[config.mk]
export PLATFORM = sky130hd
export DESIGN_NAME = wb_burst_bridge_flat
export DESIGN_NICKNAME = d
export VERILOG_FILES = /design/src/rtl/wb_burst_bridge_if.sv /design/src/rtl/wb_burst_bridge.sv /design/src/flat_wrapper.sv
export SDC_FILE = /design/constraint.sdc
export NUM_CORES = 1
export LEC_CHECK = 0
export ABC_AREA = 0
export CORE_AREA = 2 2 73 75
export DETAILED_ROUTE_END_ITERATION = 10
export DIE_AREA = 0 0 75 77
export DONT_BUFFER_PORTS = 1
export GPL_TIMING_DRIVEN = 1
export HOLD_SLACK_MARGIN = 0.08
export PLACE_DENSITY = 0.73
export SLEW_MARGIN = 20
export SYNTH_ARGS = -nofsm -noshare
export SYNTH_HDL_FRONTEND = slang
export SYNTH_SLANG_ARGS = --single-unit
[constraint.sdc]
create_clock -name i_clk -period 3.8 [get_ports i_clk]
set_input_delay 0.19 -clock i_clk [delete_from_list [all_inputs] [get_ports i_clk]]
set_output_delay 0.19 -clock i_clk [all_outputs]
set_load 0.05 [all_outputs]
[src/rtl/wb_burst_bridge_if.sv]
// Wishbone bus bundle used on both sides of wb_burst_bridge.
//
// Signals are named from the bus master's point of view:
//   cyc, stb    cycle / strobe               (master -> slave)
//   adr         address, ADDR_W              (master -> slave)
//   o_dat       write data, DATA_W           (master -> slave)
//   i_dat       read data, DATA_W            (slave -> master)
//   we          write enable                 (master -> slave)
//   sel         byte select, DATA_W/8        (master -> slave)
//   burst_8     8-beat read burst request    (master -> slave)
//   burst_4     4-beat read burst request    (master -> slave)
//   ack, err    per-beat ack / error         (slave -> master)
//
// Modports: master (drives the request), slave (answers it).
interface wb_burst_bridge_if #(
  parameter int ADDR_W = 24,
  parameter int DATA_W = 16
);
  logic                  cyc;
  logic                  stb;
  logic [ADDR_W-1:0]     adr;
  logic [DATA_W-1:0]     o_dat;
  logic [DATA_W-1:0]     i_dat;
  logic                  we;
  logic [DATA_W/8-1:0]   sel;
  logic                  burst_8;
  logic                  burst_4;
  logic                  ack;
  logic                  err;

  modport master (
    output cyc, stb, adr, o_dat, we, sel, burst_8, burst_4,
    input  i_dat, ack, err
  );

  modport slave (
    input  cyc, stb, adr, o_dat, we, sel, burst_8, burst_4,
    output i_dat, ack, err
  );
endinterface

[src/rtl/wb_burst_bridge.sv]
// wb_burst_bridge: single-clock registered Wishbone slice between a bus
// master and a slave. Every output is registered, so no combinational path
// crosses the bridge. Supports single transfers and 4/8-beat read bursts with
// per-beat ack/err forwarding, error abort and abort when the master drops cyc.
//
// Ports:
//   i_clk   clock, all logic on posedge
//   i_rst   synchronous active-high reset
//   m_wb    bus from the upstream master (slave modport)
//   s_wb    bus to the downstream slave  (master modport)
//
// Optional feature macro: WB_BRIDGE_TIMEOUT_EN
//   When defined, a request that sees no slave ack/err for TIMEOUT_CYC cycles
//   is terminated with an error pulse to the master.
module wb_burst_bridge #(
  parameter int ADDR_W        = 24,
  parameter int DATA_W        = 16,
  parameter int MAX_BURST_LOG = 4,
  parameter int TIMEOUT_CYC   = 255
) (
  input  logic              i_clk,
  input  logic              i_rst,
  wb_burst_bridge_if.slave  m_wb,
  wb_burst_bridge_if.master s_wb
);

  localparam int SEL_W = DATA_W / 8;

  // Elaboration-time parameter sanity.
  if (MAX_BURST_LOG < 4) begin : g_bad_burst_log
    $error("MAX_BURST_LOG must be wide enough to hold 8");
  end
  if (TIMEOUT_CYC < 1) begin : g_bad_timeout
    $error("TIMEOUT_CYC must be at least 1");
  end
  if ((DATA_W % 8) != 0) begin : g_bad_data_w
    $error("DATA_W must be a multiple of 8");
  end

  typedef enum logic [1:0] {IDLE, REQ, RESP} state_t;

  state_t                   state_q;
  logic [MAX_BURST_LOG-1:0] beats_q;

  logic                     s_cyc_q;
  logic                     s_stb_q;
  logic [ADDR_W-1:0]        s_adr_q;
  logic [DATA_W-1:0]        s_dat_q;
  logic                     s_we_q;
  logic [SEL_W-1:0]         s_sel_q;
  logic                     s_b8_q;
  logic                     s_b4_q;

  logic                     m_ack_q;
  logic                     m_err_q;
  logic [DATA_W-1:0]        m_dat_q;

`ifdef WB_BRIDGE_TIMEOUT_EN
  localparam int TMO_W = $clog2(TIMEOUT_CYC + 1);
  logic [TMO_W-1:0]         tmo_q;
`endif

  always_ff @(posedge i_clk) begin
    if (i_rst) begin
      state_q <= IDLE;
      beats_q <= '0;
      s_cyc_q <= 1'b0;
      s_stb_q <= 1'b0;
      s_adr_q <= '0;
      s_dat_q <= '0;
      s_we_q  <= 1'b0;
      s_sel_q <= '0;
      s_b8_q  <= 1'b0;
      s_b4_q  <= 1'b0;
      m_ack_q <= 1'b0;
      m_err_q <= 1'b0;
      m_dat_q <= '0;
`ifdef WB_BRIDGE_TIMEOUT_EN
      tmo_q   <= '0;
`endif
    end else begin
      // ack/err toward the master are one-cycle pulses.
      m_ack_q <= 1'b0;
      m_err_q <= 1'b0;

      unique case (state_q)
        // Accept a new request and capture it for the slave side.
        IDLE: begin
          if (m_wb.cyc && m_wb.stb) begin
            s_adr_q <= m_wb.adr;
            s_dat_q <= m_wb.o_dat;
            s_we_q  <= m_wb.we;
            s_sel_q <= m_wb.sel;
            s_b8_q  <= m_wb.burst_8;
            s_b4_q  <= m_wb.burst_4;
            // Writes are single-beat even if a burst flag is set.
            if (m_wb.we)            beats_q <= MAX_BURST_LOG'(1);
            else if (m_wb.burst_8)  beats_q <= MAX_BURST_LOG'(8);
            else if (m_wb.burst_4)  beats_q <= MAX_BURST_LOG'(4);
            else                    beats_q <= MAX_BURST_LOG'(1);
            s_cyc_q <= 1'b1;
            s_stb_q <= 1'b1;
            state_q <= REQ;
`ifdef WB_BRIDGE_TIMEOUT_EN
            tmo_q   <= '0;
`endif
          end
        end

        // Request outstanding: forward beats until done, error or abort.
        REQ: begin
          if (!m_wb.cyc) begin
            // Master walked away: drop silently, any same-cycle ack is lost.
            s_cyc_q <= 1'b0;
            s_stb_q <= 1'b0;
            beats_q <= '0;
            state_q <= IDLE;
          end else if (s_wb.err) begin
            // err takes priority over a simultaneous ack.
            m_err_q <= 1'b1;
            s_cyc_q <= 1'b0;
            s_stb_q <= 1'b0;
            beats_q <= '0;
            state_q <= RESP;
          end else if (s_wb.ack) begin
            m_ack_q <= 1'b1;
            m_dat_q <= s_wb.i_dat;
            beats_q <= beats_q - 1'b1;
`ifdef WB_BRIDGE_TIMEOUT_EN
            tmo_q   <= '0;
`endif
            if (beats_q == MAX_BURST_LOG'(1)) begin
              s_cyc_q <= 1'b0;
              s_stb_q <= 1'b0;
              state_q <= RESP;
            end
          end
`ifdef WB_BRIDGE_TIMEOUT_EN
          else if (tmo_q == TMO_W'(TIMEOUT_CYC)) begin
            m_err_q <= 1'b1;
            s_cyc_q <= 1'b0;
            s_stb_q <= 1'b0;
            beats_q <= '0;
            state_q <= RESP;
          end else begin
            tmo_q <= tmo_q + 1'b1;
          end
`endif
        end

        // One dead cycle so a strobe held across the final ack is not
        // mistaken for a new request.
        RESP: begin
          state_q <= IDLE;
        end

        default: begin
          state_q <= IDLE;
        end
      endcase
    end
  end

  assign s_wb.cyc     = s_cyc_q;
  assign s_wb.stb     = s_stb_q;
  assign s_wb.adr     = s_adr_q;
  assign s_wb.o_dat   = s_dat_q;
  assign s_wb.we      = s_we_q;
  assign s_wb.sel     = s_sel_q;
  assign s_wb.burst_8 = s_b8_q;
  assign s_wb.burst_4 = s_b4_q;

  assign m_wb.ack     = m_ack_q;
  assign m_wb.err     = m_err_q;
  assign m_wb.i_dat   = m_dat_q;

endmodule
[src/flat_wrapper.sv]
// flat-port wrapper written by rule: the top's interface ports become plain ports
module wb_burst_bridge_flat 
#(
  parameter int ADDR_W        = 24,
  parameter int DATA_W        = 16,
  parameter int MAX_BURST_LOG = 4,
  parameter int TIMEOUT_CYC   = 255
)
  (i_clk, i_rst, m_wb_cyc, m_wb_stb, m_wb_adr, m_wb_o_dat, m_wb_we, m_wb_sel, m_wb_burst_8, m_wb_burst_4, m_wb_i_dat, m_wb_ack, m_wb_err, s_wb_cyc, s_wb_stb, s_wb_adr, s_wb_o_dat, s_wb_we, s_wb_sel, s_wb_burst_8, s_wb_burst_4, s_wb_i_dat, s_wb_ack, s_wb_err);
  wb_burst_bridge_if #(.ADDR_W(ADDR_W), .DATA_W(DATA_W)) m_wb_i ();
  wb_burst_bridge_if #(.ADDR_W(ADDR_W), .DATA_W(DATA_W)) s_wb_i ();
  input  logic i_clk;
  input  logic i_rst;
  input wire logic [$bits(m_wb_i.cyc)-1:0] m_wb_cyc;
  input wire logic [$bits(m_wb_i.stb)-1:0] m_wb_stb;
  input wire logic [$bits(m_wb_i.adr)-1:0] m_wb_adr;
  input wire logic [$bits(m_wb_i.o_dat)-1:0] m_wb_o_dat;
  input wire logic [$bits(m_wb_i.we)-1:0] m_wb_we;
  input wire logic [$bits(m_wb_i.sel)-1:0] m_wb_sel;
  input wire logic [$bits(m_wb_i.burst_8)-1:0] m_wb_burst_8;
  input wire logic [$bits(m_wb_i.burst_4)-1:0] m_wb_burst_4;
  output wire logic [$bits(m_wb_i.i_dat)-1:0] m_wb_i_dat;
  output wire logic [$bits(m_wb_i.ack)-1:0] m_wb_ack;
  output wire logic [$bits(m_wb_i.err)-1:0] m_wb_err;
  output wire logic [$bits(s_wb_i.cyc)-1:0] s_wb_cyc;
  output wire logic [$bits(s_wb_i.stb)-1:0] s_wb_stb;
  output wire logic [$bits(s_wb_i.adr)-1:0] s_wb_adr;
  output wire logic [$bits(s_wb_i.o_dat)-1:0] s_wb_o_dat;
  output wire logic [$bits(s_wb_i.we)-1:0] s_wb_we;
  output wire logic [$bits(s_wb_i.sel)-1:0] s_wb_sel;
  output wire logic [$bits(s_wb_i.burst_8)-1:0] s_wb_burst_8;
  output wire logic [$bits(s_wb_i.burst_4)-1:0] s_wb_burst_4;
  input wire logic [$bits(s_wb_i.i_dat)-1:0] s_wb_i_dat;
  input wire logic [$bits(s_wb_i.ack)-1:0] s_wb_ack;
  input wire logic [$bits(s_wb_i.err)-1:0] s_wb_err;
  assign m_wb_i.cyc = m_wb_cyc;
  assign m_wb_i.stb = m_wb_stb;
  assign m_wb_i.adr = m_wb_adr;
  assign m_wb_i.o_dat = m_wb_o_dat;
  assign m_wb_i.we = m_wb_we;
  assign m_wb_i.sel = m_wb_sel;
  assign m_wb_i.burst_8 = m_wb_burst_8;
  assign m_wb_i.burst_4 = m_wb_burst_4;
  assign m_wb_i_dat = m_wb_i.i_dat;
  assign m_wb_ack = m_wb_i.ack;
  assign m_wb_err = m_wb_i.err;
  assign s_wb_cyc = s_wb_i.cyc;
  assign s_wb_stb = s_wb_i.stb;
  assign s_wb_adr = s_wb_i.adr;
  assign s_wb_o_dat = s_wb_i.o_dat;
  assign s_wb_we = s_wb_i.we;
  assign s_wb_sel = s_wb_i.sel;
  assign s_wb_burst_8 = s_wb_i.burst_8;
  assign s_wb_burst_4 = s_wb_i.burst_4;
  assign s_wb_i.i_dat = s_wb_i_dat;
  assign s_wb_i.ack = s_wb_ack;
  assign s_wb_i.err = s_wb_err;
  wb_burst_bridge #(.ADDR_W(ADDR_W), .DATA_W(DATA_W), .MAX_BURST_LOG(MAX_BURST_LOG), .TIMEOUT_CYC(TIMEOUT_CYC)) u_core (.i_clk(i_clk), .i_rst(i_rst), .m_wb(m_wb_i), .s_wb(s_wb_i));
endmodule
==> results.ini <==
[outcome]
status=completed

[worst_setup_path]
start_kind=flop
critPathMaxStageDelay_ns=0.96
criticalPathCategory=reg2reg
cp_max_fo=46
crit_chain=and4bb_2, nand2_1, a21oi_1, dlygate4sd3_1
worstSetupEndpointType=flop
cp.arrival_ns=2.54
slowest_stage=and4bb_2
cp.required_ns=4.07

[detailed_routing]
wl_um=7730
first_pass_iters=4
first_iter_violations=129
post_drt_wl_per_cell_um=16.6
drc=0
ant_nets=0
viasPerCell=5.53
num_vias=2584

[sta]
setup_viol=0
fin_setup_tns_ns=0
post-route-period-util_pct=59.6
final_hold_viol_count=0
worstMarginPinSlew_ns=0.994
rsz0062_at_grt=no
skew_ns=0.00709
hold_ws_ns=0.100
slew_violations=0
fmax_mhz=442
slew_headroom_pct=33.7
fin_crit_ns=2.26

[clock_tree]
clockBufferDepth=2
cts_inserted_buffers=9
cts_root_buf=clkbuf_8
clkTransAtPathRegs_ns=0.08
insertion_delay_ns=0.33
htreeDepth=3
cts.sinks=70
cts_tree=built

[floorplan]
die_y_um=77
placement_rows=26
core_area_um2=4980
die-area_um2=5780
io_pins=132
fp.dieW_um=75
start_util_pct=54.0

[yosys]
avgSynthCellArea_um2=8.17
synth_edf_count=0
synth_nets=398
yosysUniqueCellTypes=33
yosys_warnings=0
yosysTopAreaCell=dfxtp_1
ys_seq_elements=70
synthFlopType=dfxtp_1
syn_inst=329
synth_async_sr_flop_share_pct=0
syn-cell-area_um2=2690
yosysSeqAreaShare_pct=52.1
synth_area_leaders=dfxtp_1, nand2_1, a21oi_1
yosysTopAreaCellShare_pct=52.1

[grt]
antenna_found_initial=0
grt_usage_pct=26.8
grt_pass1_vias=2517
grt_pass1_wl_um=11800
grt_overflow=0
grt_max_degree=71

[hold_path]
hp-class=in2reg

[place]
dp.cells=373
gp_congestion=0.819
io_buffers=0
hpwlAfterDp_um=3890

[cells_and_area]
fin_nets=461
drive_gt1_share_pct=5.29
syn_to_final_growth_pct=36.2
diodes=0
fin_util_pct=73.6
final_cells=467

[pwr]
vdd_ir_drop_max_uv=275
power_mw=1.67
p_leak_nw=1.29
pwr_density_cell_nw_per_um2=456

[flow_run]
maxCapViolCount=0

[layer usage]
layer | share of wire (%) | routed length (um) | GRT usage [%] | up-vias
met1 | 38 | 2960 | 28.6 | 1198
met2 | 52 | 3990 | 47.8 | 128
met4 | 1.8 | 142 | 9.64 | 0
li1 | - | - | - | 1243
met5 | 0 | 0 | 0 | -
met3 | 8.2 | 632 | 8.67 | 15
[where the power goes]
group | internal, mW | leakage, nW | switching, mW
Combinational | 0.0778 | 0.608 | 0.0720
Clock | 0.386 | 0.110 | 0.264
Sequential | 0.761 | 0.570 | 0.109
Total | 1.22 | 1.29 | 0.445
[worst paths after layout]
check,from,to,slack (ns),cells after the start
hold / removal,m_wb_burst_8,u_core.beats_q[3],0.10,2
setup reg to reg,u_core.state_q[1],u_core.s_wb.o_dat[7],1.54,4
setup / recovery,u_core.state_q[1],u_core.s_wb.o_dat[7],1.54,4
hold reg to reg,u_core.beats_q[1],u_core.beats_q[1],0.51,2
[logic make-up after synthesis]
family	synth area share, %
buffers and inverters	6.14
adders and majority gates	0.931
AOI/OAI and AO/OA	18.9
DFF	52.1
and+or+nand+nor	21.9
[synthesized netlist by cell type (all sizes together), types with 2 or more instances]
cell     instances
clkbuf          13
and4bb           3
nor2             2
a211oi           2
ha               2
o32ai            3
nor2b            2
o21ai           17
nor3b            2
nand4bb          2
nand3           16
nor3             2
nand2           94
inv              7
a21oi           65
dfxtp           70
buf             14
[what timing repair did]
action	4_1_cts	5_1_grt
setup buffers	0	0
endpoints found under the hold margin	70	0
hold buffers	78	0
gates resized for setup	0	0
endpoints found under the setup margin	0	0
[placed cells by master (no fill, tap or decap), types with 2 or more instances in the layout]
cell type	n
nand3_1	16
inv_1	7
a21oi_1	64
dlygate4sd3_1	77
bufinv_16	2
o21ai_0	17
clkbuf_8	10
nand2_1	94
nor3_1	2
o32ai_1	3
and4bb_2	2
clkbuf_1	2
nor3b_1	2
nor2_1	2
a211oi_1	2
clkinv_2	2
ha_1	2
dfxtp_1	70
nor2b_1	2
[state kept, by name, summed over array words and instances, names as in the netlist]
| signal | flops |
|---|---|
| u_core.m_wb.i_dat | 16 |
| u_core.state_q | 2 |
| u_core.s_wb.sel | 2 |
| u_core.s_wb.stb | 1 |
| u_core.s_wb.burst_4 | 1 |
| u_core.s_wb.adr | 24 |
| u_core.s_wb.o_dat | 16 |
| u_core.s_wb.burst_8 | 1 |
| u_core.m_wb.ack | 1 |
| u_core.beats_q | 4 |
| u_core.m_wb.err | 1 |
| u_core.s_wb.we | 1 |
[final cells by class]
| cell class | count | area (um2) |
|---|---|---|
| clock buffers | 12 | 145 |
| clock inverters | 4 | 70.1 |
| fillers | 357 | 1310 |
| inverters | 7 | 26.3 |
| multi-input cells | 225 | 1130 |
| flip-flops and latches | 70 | 1400 |
| well taps | 70 | 87.6 |
| repair buffers | 79 | 806 |
[critical path: cells and delay by family (launching register included)]
family / cells / cell delay [ns]
AOI/OAI and AO/OA: 1 / 0.15
DFF: 1 / 0.39
buffers and inverters: 1 / 0.58
and+or+nand+nor: 2 / 1.08
[through the flow]
stage          setup WS [ns]  cell area [um2]
2_1_floorplan           2.48             2690
3_3_place_gp            2.10             2650
3_5_place_dp            2.06             2650
4_1_cts                 1.58             3660
5_1_grt                 1.39             3660
6_report                1.54             3660
(Power assumes the default switching activity.)
